[src/rtl/rotate_seq_ctrl_pkg.sv]
`default_nettype none
// ============================================================================
// Module   : rotate_seq_ctrl_pkg
// Purpose  : Shared definitions for the rotate sequencer: controller state
//            encoding and rotate-direction constants.
// Contents : state_t   - IDLE / ROT / DONE controller states
//            DIR_LEFT  - rotate toward MSB, MSB wraps into bit 0
//            DIR_RIGHT - rotate toward LSB, bit 0 wraps into MSB
// Revision : 1.0 - initial release
// ============================================================================
package rotate_seq_ctrl_pkg;

  typedef enum logic [1:0] {
    S_IDLE = 2'd0,
    S_ROT  = 2'd1,
    S_DONE = 2'd2
  } state_t;

  localparam logic DIR_LEFT  = 1'b0;
  localparam logic DIR_RIGHT = 1'b1;

endpackage : rotate_seq_ctrl_pkg
`default_nettype wire

[src/rtl/rot_reg_en.sv]
`default_nettype none
// ============================================================================
// Module   : rot_reg_en
// Purpose  : WIDTH-bit rotate register with clear, load and shift enable.
//            Priority is clear > load > shift > hold.
// Ports    : clk_i   - clock, rising edge
//            rst_ni  - asynchronous active-low reset (register -> 0)
//            clr_i   - synchronous clear
//            load_i  - load data_i
//            shift_i - rotate one position in direction dir_i
//            dir_i   - DIR_LEFT / DIR_RIGHT
//            data_i  - load value
//            q_o     - register contents
// Revision : 1.0 - initial release
// ============================================================================
module rot_reg_en
  import rotate_seq_ctrl_pkg::*;
#(
  parameter int WIDTH = 8
) (
  input  logic             clk_i,
  input  logic             rst_ni,
  input  logic             clr_i,
  input  logic             load_i,
  input  logic             shift_i,
  input  logic             dir_i,
  input  logic [WIDTH-1:0] data_i,
  output logic [WIDTH-1:0] q_o
);

  logic [WIDTH-1:0] data_q;

  always_ff @(posedge clk_i or negedge rst_ni) begin
    if (!rst_ni) begin
      data_q <= '0;
    end else if (clr_i) begin
      data_q <= '0;
    end else if (load_i) begin
      data_q <= data_i;
    end else if (shift_i) begin
      if (dir_i == DIR_LEFT) begin
        data_q <= {data_q[WIDTH-2:0], data_q[WIDTH-1]};
      end else begin
        data_q <= {data_q[0], data_q[WIDTH-1:1]};
      end
    end
  end

  assign q_o = data_q;

endmodule : rot_reg_en
`default_nettype wire

[src/rtl/rotate_seq_ctrl.sv]
`default_nettype none
// ============================================================================
// Module   : rotate_seq_ctrl
// Purpose  : Sequencer for the circular shift datapath. Accepts a word, a
//            rotate amount and a direction over valid/ready, rotates the word
//            one step per cycle, and presents the result over valid/ready.
// Ports    : clk        - clock, rising edge
//            reset_n    - asynchronous active-low reset
//            abort      - synchronous abort, highest priority
//            req_valid  / req_ready  - request handshake
//            req_data   - word to rotate
//            req_amt    - rotate steps 0..WIDTH-1
//            req_dir    - 0 = left, 1 = right
//            res_valid  / res_ready  - result handshake
//            res_data   - rotated word (registered)
//            busy       - controller not idle
// Revision : 1.0 - initial release
// ============================================================================
module rotate_seq_ctrl
  import rotate_seq_ctrl_pkg::*;
#(
  parameter int WIDTH = 8,
  parameter int AMT_W = 3
) (
  input  logic             clk,
  input  logic             reset_n,
  input  logic             abort,
  input  logic             req_valid,
  output logic             req_ready,
  input  logic [WIDTH-1:0] req_data,
  input  logic [AMT_W-1:0] req_amt,
  input  logic             req_dir,
  output logic             res_valid,
  input  logic             res_ready,
  output logic [WIDTH-1:0] res_data,
  output logic             busy
);

  localparam logic [AMT_W-1:0] c_CNT_ONE  = AMT_W'(1);
  localparam logic [AMT_W-1:0] c_CNT_ZERO = '0;

  state_t           state_q;
  logic [AMT_W-1:0] cnt_q;
  logic             dir_q;
  logic             res_valid_q;
  logic             busy_q;

  logic             w_req_ready;
  logic             w_accept;
  logic             w_shift;

  // A consumer taking the result in DONE frees the slot on the same edge,
  // which is what allows back-to-back transactions.
  assign w_req_ready = (state_q == S_IDLE) || ((state_q == S_DONE) && res_ready);

  // Abort wins over everything, including a request that sees ready high.
  assign w_accept    = req_valid && w_req_ready && !abort;
  assign w_shift     = (state_q == S_ROT);

  always_ff @(posedge clk or negedge reset_n) begin
    if (!reset_n) begin
      state_q     <= S_IDLE;
      cnt_q       <= '0;
      dir_q       <= 1'b0;
      res_valid_q <= 1'b0;
      busy_q      <= 1'b0;
    end else if (abort) begin
      state_q     <= S_IDLE;
      cnt_q       <= '0;
      dir_q       <= 1'b0;
      res_valid_q <= 1'b0;
      busy_q      <= 1'b0;
    end else if (w_accept) begin
      // Reachable from IDLE and from DONE (back-to-back).
      cnt_q  <= req_amt;
      dir_q  <= req_dir;
      busy_q <= 1'b1;
      if (req_amt == c_CNT_ZERO) begin
        state_q     <= S_DONE;
        res_valid_q <= 1'b1;
      end else begin
        state_q     <= S_ROT;
        res_valid_q <= 1'b0;
      end
    end else begin
      case (state_q)
        S_IDLE: begin
          res_valid_q <= 1'b0;
          busy_q      <= 1'b0;
        end
        S_ROT: begin
          cnt_q <= cnt_q - c_CNT_ONE;
          // Counter at one means this edge performs the final rotate step.
          if (cnt_q == c_CNT_ONE) begin
            state_q     <= S_DONE;
            res_valid_q <= 1'b1;
          end
        end
        S_DONE: begin
          if (res_ready) begin
            state_q     <= S_IDLE;
            res_valid_q <= 1'b0;
            busy_q      <= 1'b0;
          end
        end
        default: begin
          state_q     <= S_IDLE;
          cnt_q       <= '0;
          res_valid_q <= 1'b0;
          busy_q      <= 1'b0;
        end
      endcase
    end
  end

  rot_reg_en #(
    .WIDTH (WIDTH)
  ) u_rot_reg (
    .clk_i   (clk),
    .rst_ni  (reset_n),
    .clr_i   (abort),
    .load_i  (w_accept),
    .shift_i (w_shift),
    .dir_i   (dir_q),
    .data_i  (req_data),
    .q_o     (res_data)
  );

  assign req_ready = w_req_ready;
  assign res_valid = res_valid_q;
  assign busy      = busy_q;

endmodule : rotate_seq_ctrl
`default_nettype wire

[config.mk]
export PLATFORM = sky130hd
export DESIGN_NAME = rotate_seq_ctrl
export DESIGN_NICKNAME = d
export VERILOG_FILES = /design/src/rtl/rotate_seq_ctrl_pkg.sv /design/src/rtl/rot_reg_en.sv /design/src/rtl/rotate_seq_ctrl.sv
export SDC_FILE = /design/constraint.sdc
export NUM_CORES = 1
export LEC_CHECK = 0
export CAP_MARGIN = 20
export CORE_MARGIN = 8
export CORE_UTILIZATION = 25
export CTS_BUF_LIST = sky130_fd_sc_hd__clkbuf_2 sky130_fd_sc_hd__clkbuf_4 sky130_fd_sc_hd__clkbuf_8
export CTS_CLUSTER_SIZE = 40
export DETAILED_ROUTE_END_ITERATION = 16
export GPL_TIMING_DRIVEN = 1
export PLACE_DENSITY = 0.5
export REMOVE_ABC_BUFFERS = 1
export SYNTH_ARGS = -nofsm -noshare
export SYNTH_HDL_FRONTEND = slang
export SYNTH_SLANG_ARGS = --single-unit
[constraint.sdc]
create_clock -name clk -period 3.2 [get_ports clk]
set_input_delay 0.32 -clock clk [delete_from_list [all_inputs] [get_ports clk]]
set_output_delay 0.32 -clock clk [all_outputs]
set_load 0.02 [all_outputs]
==> qor.yml, run 1 <==
clock_tree:
  cts.sinks: 16
  root_buffer: "clkbuf_8"
  cts_hold_buf: 0
  cts_buffers: 3
  path_clk_slew_ps: 70
  clk_latency_ps: 260
  ctsResizeCount: 0
  cts-htree-levels: 1
  postCtsSetupBuffers: 0
  clockBufferDepth: 2
  cts_tree: "done"
final_layout:
  nFillCells: 377
  syn_to_final_growth_pct: 37.53
  seq_area_um2: 400.4
  fin_util_pct: 35.22
  layout.nets: 137
  antenna_cells: 0
  layoutNonFillerInstCount: 165
  drive_above_1_share_pct: 7.692
  multiInputGateArea_um2: 473.0
sta:
  clock.fmax_ghz: 0.4740
  slew_viol_final: 0
  setup_violations: 0
  whs_ps: 505.8
  worst_pin_slew_ps: 835.2
  period_minus_slack_ps: 2110
  post-route-period-util_pct: 65.93
  fin_worst_skew_ps: 7.256
  rsz0062_at_grt: "no"
  setup-tns-final_ps: 0
  slew_headroom_pct: 44.02
  hold_viol: 0
die:
  initial_core_util_pct: 25.61
  die_area_um2: 5894
  row_count: 22
  fp.dieW_um: 76.78
  core_area_um2: 3606
  die_h_um: 76.78
  num_io_pins: 28
critical_path:
  critical_path.max_fanout: 5
  cp.required_ps: 2880
  arrival_ps: 1790
  start_kind: "primary input"
  r2r-start: "state_q[0]"
  crit_start: "res_ready"
  critical_path_class: "primary input to output pin"
  critPathCaptureType: "output pin"
global_routing:
  grt_max_degree: 17
  grt_pass1_vias: 847
  grt-ovfl-total: 0
  antenna_found_initial: 0
  grt_use_total_pct: 8.578
  grt_pass1_wl_um: 4174
yosys:
  syn_avg_cell_area_um2: 10.15
  synth_area_um2: 923.4
  async_reset_ff_share_pct: 100.0
  seq_area_frac_synth_pct: 43.36
  yosysTopAreaCellShare_pct: 43.36
  synthCells: 91
  synth_ff_type: "dfrtp_1"
  yosys.area.top_type: "dfrtp_1"
  synth_edf_count: 0
  yosys_warnings: 0
  synth_cell_type_count: 30
  synth_common_cells: "dfrtp_1, nor2_1, mux2i_1"
  ys_top_cells_by_area: "dfrtp_1, mux2i_1, a221o_1, nor2_1, a21oi_1"
  synth-seq-cells: 16
pwr:
  vdd_ir_drop_max_mv: 0.1567
  total_power_mw: 0.6290
  pwr-share-clk_pct: 30.1
  p_int_mw: 0.4312
  seq_power_share_pct: 41.3
  pwr-share-comb_pct: 28.6
  p_sw_mw: 0.1977
  cellLeakagePower_nw: 0.5043
  swShare_pct: 31.44
  powerDensity_nw_per_um2: 495.3
drt:
  drt-total-wl_um: 2457
  vias: 776
  via_per_inst: 4.703
  wire_per_inst_um: 14.89
  drc: 0
  drt_iter0_drc: 33
  ant_nets: 0
  detail_route.first_pass.iterations: 4
run:
  maxCapViolations: 0
placed_design:
  globalplace.congestion: 0.7471
  io_buffers: 27
  place_hpwl_um: 1843
  dpl.cell_count: 161
run_status:
  status: "completed"
worst_hold_path:
  min_path_type: "primary input to async pin"
## final cells by class
cell class	count	share of cell area (%)
Inverter	3	0.8867
Multi-Input combinational cell	67	37.24
Sequential cell	16	31.53
Timing Repair Buffer	27	21.28
Tap cell	48	4.729
Clock buffer	4	4.335
## worst max-delay path, cell delays in order
cell,delay [ps]
clkdlybuf4s50_1,520
and2b_1,250
nor2_1,100
clkdlybuf4s50_1,610
## path summary, 6_finish.rpt
check                             to  cells after the start  slack [ps]
min in group clk            cnt_q[1]                      2         540
hold reg to reg             cnt_q[1]                      2         540
hold / removal             res_valid                      1         510
max in group asynchronous   cnt_q[1]                      1        2210
setup reg to reg            cnt_q[1]                      4        1450
setup / recovery           req_ready                      4        1090
## registers in the layout, summed over array words and instances (netlist names)
| signal | cells |
|---|---|
| res_valid | 1 |
| u_rot_reg.q_o | 8 |
| state_q | 2 |
| busy | 1 |
| dir_q | 1 |
| cnt_q | 3 |
## per-layer routing
| layer | share of wire [%] | vias up | track usage, % | wire [µm] |
|---|---|---|---|---|
| li1 | - | 382 | - | - |
| met1 | 45 | 374 | 9.918 | 1111 |
| met2 | 49 | 16 | 14.19 | 1196 |
| met3 | 4.6 | 4 | 2.797 | 114 |
| met4 | 1.4 | 0 | 3.462 | 35 |
| met5 | 0 | - | 0 | 0 |
## logic make-up (layout without fill, tap and decap cells)
family                   after synthesis  count (layout)  share of synthesized area, %
AND/OR/NAND/NOR                       31              31                         17.89
AO/OA/AOI/OAI                         25              25                         20.87
flip-flops                            16              16                         43.36
multiplexers                           9               9                         9.756
buffers and inverters                  8              34                         5.419
adder cells (fa/ha/maj)                2               2                         2.710
## power by group through the flow
stage | registers [mW] | clock network, mW | logic (mW)
6_report | 0.260 | 0.189 | 0.180
3_3_place_gp | 0.263 | 0 | 0.181
2_1_floorplan | 0.273 | 0 | 0.0860
3_5_place_dp | 0.264 | 0 | 0.182
5_1_grt | 0.264 | 0.199 | 0.199
4_1_cts | 0.260 | 0.190 | 0.183
## placed cells by master, fill, tap and decap left out, types with 3 or more instances in the layout
cell             netlist  routed
dfrtp_1               16      16
clkdlybuf4s50_1        0      27
clkbuf_8               0       4
nand2_1                3       3
o21ai_0                3       3
mux2i_1                9       9
a221o_1                8       8
inv_1                  3       3
nand2b_1               3       3
nor2_1                16      16
a21oi_1                5       5
## stage by stage
stage,setup WS [ps],instance area [µm²]
6_report,1090,1270
5_1_grt,1018,1270
4_1_cts,1085,1270
3_5_place_dp,1026,1215
3_3_place_gp,1078,1215
2_1_floorplan,1786,884.6
No activity file was read; power rests on OpenSTA's default activity.
==> run 2, diff against run 1 <==
==> constraint.sdc (replaced) <==
create_clock -name clk -period 2.1 [get_ports clk]
set_input_delay 0.21 -clock clk [delete_from_list [all_inputs] [get_ports clk]]
set_output_delay 0.21 -clock clk [all_outputs]
set_load 0.02 [all_outputs]
==> qor.yml, run 2 (synthesis gave the netlist of run 1 again) <==
final_layout:
  drive_above_1_share_pct: 10.00
  fin_util_pct: 35.84
  syn_to_final_growth_pct: 39.97
  largest_reg_flops: 8
  antenna_cells: 0
  layout_commonest_cell: "clkdlybuf4s50_1"
  nFillCells: 386
  layout.nets: 140
  layoutNonFillerInstCount: 168
  stdcell_area_um2: 1292
  most-common-layout-cells: "clkdlybuf4s50_1, nor2_1, dfrtp_1"
clock_tree:
  cts.sinks: 16
  path_clk_slew_ps: 60
  cts_buffers: 3
  cts_hold_buf: 0
  ctsResizeCount: 0
  root_buffer: "clkbuf_8"
  cts_tree: "done"
  clk_latency_ps: 250
  clockBufferDepth: 2
  cts-htree-levels: 1
  postCtsSetupBuffers: 0
global_routing:
  antenna_found_initial: 0
  grt_pass1_vias: 840
  grt_use_total_pct: 8.796
  grt-ovfl-total: 0
  grt_max_degree: 17
  grt_pass1_wl_um: 4167
pwr:
  pwr-share-clk_pct: 28.9
  pwr-share-comb_pct: 29.6
  swShare_pct: 30.34
  total_power_mw: 0.9519
  seq_power_share_pct: 41.5
  cellLeakagePower_nw: 0.5195
  p_sw_mw: 0.2888
  p_int_mw: 0.6631
  vdd_ir_drop_max_mv: 0.3492
  powerDensity_nw_per_um2: 736.5
critical_path:
  critical_path.max_fanout: 5
  cp.required_ps: 1890
  critical_path_class: "primary input to output pin"
  critPathCaptureType: "output pin"
  arrival_ps: 1680
  start_kind: "primary input"
sta:
  clock.fmax_ghz: 0.5291
  slew_viol_final: 0
  hold_viol: 0
  rsz0062_at_grt: "no"
  setup_violations: 0
  worst_pin_slew_ps: 565.6
  slew_headroom_pct: 62.07
  period_minus_slack_ps: 1890
  setup_ws_ps: 210.1
  fin_worst_skew_ps: 1.162
  setup-tns-final_ps: 0
  post-route-period-util_pct: 90.00
  whs_ps: 279.8
die:
  initial_core_util_pct: 25.61
  fp.dieW_um: 76.78
  die_area_um2: 5894
  core_area_um2: 3606
  num_io_pins: 28
  die_h_um: 76.78
  row_count: 22
drt:
  vias: 790
  drc: 0
  wire_per_inst_um: 14.57
  ant_nets: 0
  drt-total-wl_um: 2447
  via_per_inst: 4.702
  detail_route.first_pass.iterations: 4
  drt_iter0_drc: 36
placed_design:
  preCtsSetupSlack_ps: 207.4
  dpl.cell_count: 164
  globalplace.congestion: 0.7757
  placed_cell_area_um2: 1237
  io_buffers: 27
worst_hold_path:
  min_path_type: "primary input to async pin"
run_status:
  status: "completed"
run:
  maxCapViolations: 0
==> run 2: changes by cell type in the layout (fill, tap and decap cells not counted) <==
| cell | change |
|---|---|
| buf_4 | +3 |
==> run 2: path summary, 6_finish.rpt <==
check,from,endpoint,slack (ps),cells past startpoint
worst max-delay path,res_ready,req_ready,210,4
min in group clk,req_dir,dir_q,540,3
worst min register to register,res_valid,res_valid,540,2
worst max register to register,state_q[0],u_rot_reg.q_o[3],660,5
worst min-delay path,reset_n,cnt_q[0],280,2
max in group asynchronous,reset_n,u_rot_reg.q_o[6],1630,2
==> run 2: layout make-up <==
type	instances	area, µm²	share of cell area, %
Inverter	3	11.26	0.8712
Sequential cell	16	400.4	30.98
Tap cell	48	60.06	4.647
Clock buffer	4	55.05	4.259
Timing Repair Buffer	30	292.8	22.65
Multi-Input combinational cell	67	473.0	36.59
==> run 2: critical path, stage by stage <==
cell and delay [ps]:
clkdlybuf4s50_1 510, and2b_1 250, nor2_1 90, clkdlybuf4s50_1 610
==> run 2: metal layers <==
layer	global-route usage, %	routed length [µm]	vias up
met5	0	0	-
met1	9.576	1039	382
met2	14.78	1251	18
li1	-	-	386
met3	3.263	107	4
met4	4.038	48	0
==> run 2: power by group through the flow <==
stage / registers, mW / clock network, mW / logic (mW)
3_5_place_dp: 0.402 / 0 / 0.286
5_1_grt: 0.403 / 0.300 / 0.310
3_3_place_gp: 0.400 / 0 / 0.283
2_1_floorplan: 0.416 / 0 / 0.131
4_1_cts: 0.396 / 0.289 / 0.289
6_report: 0.395 / 0.275 / 0.282
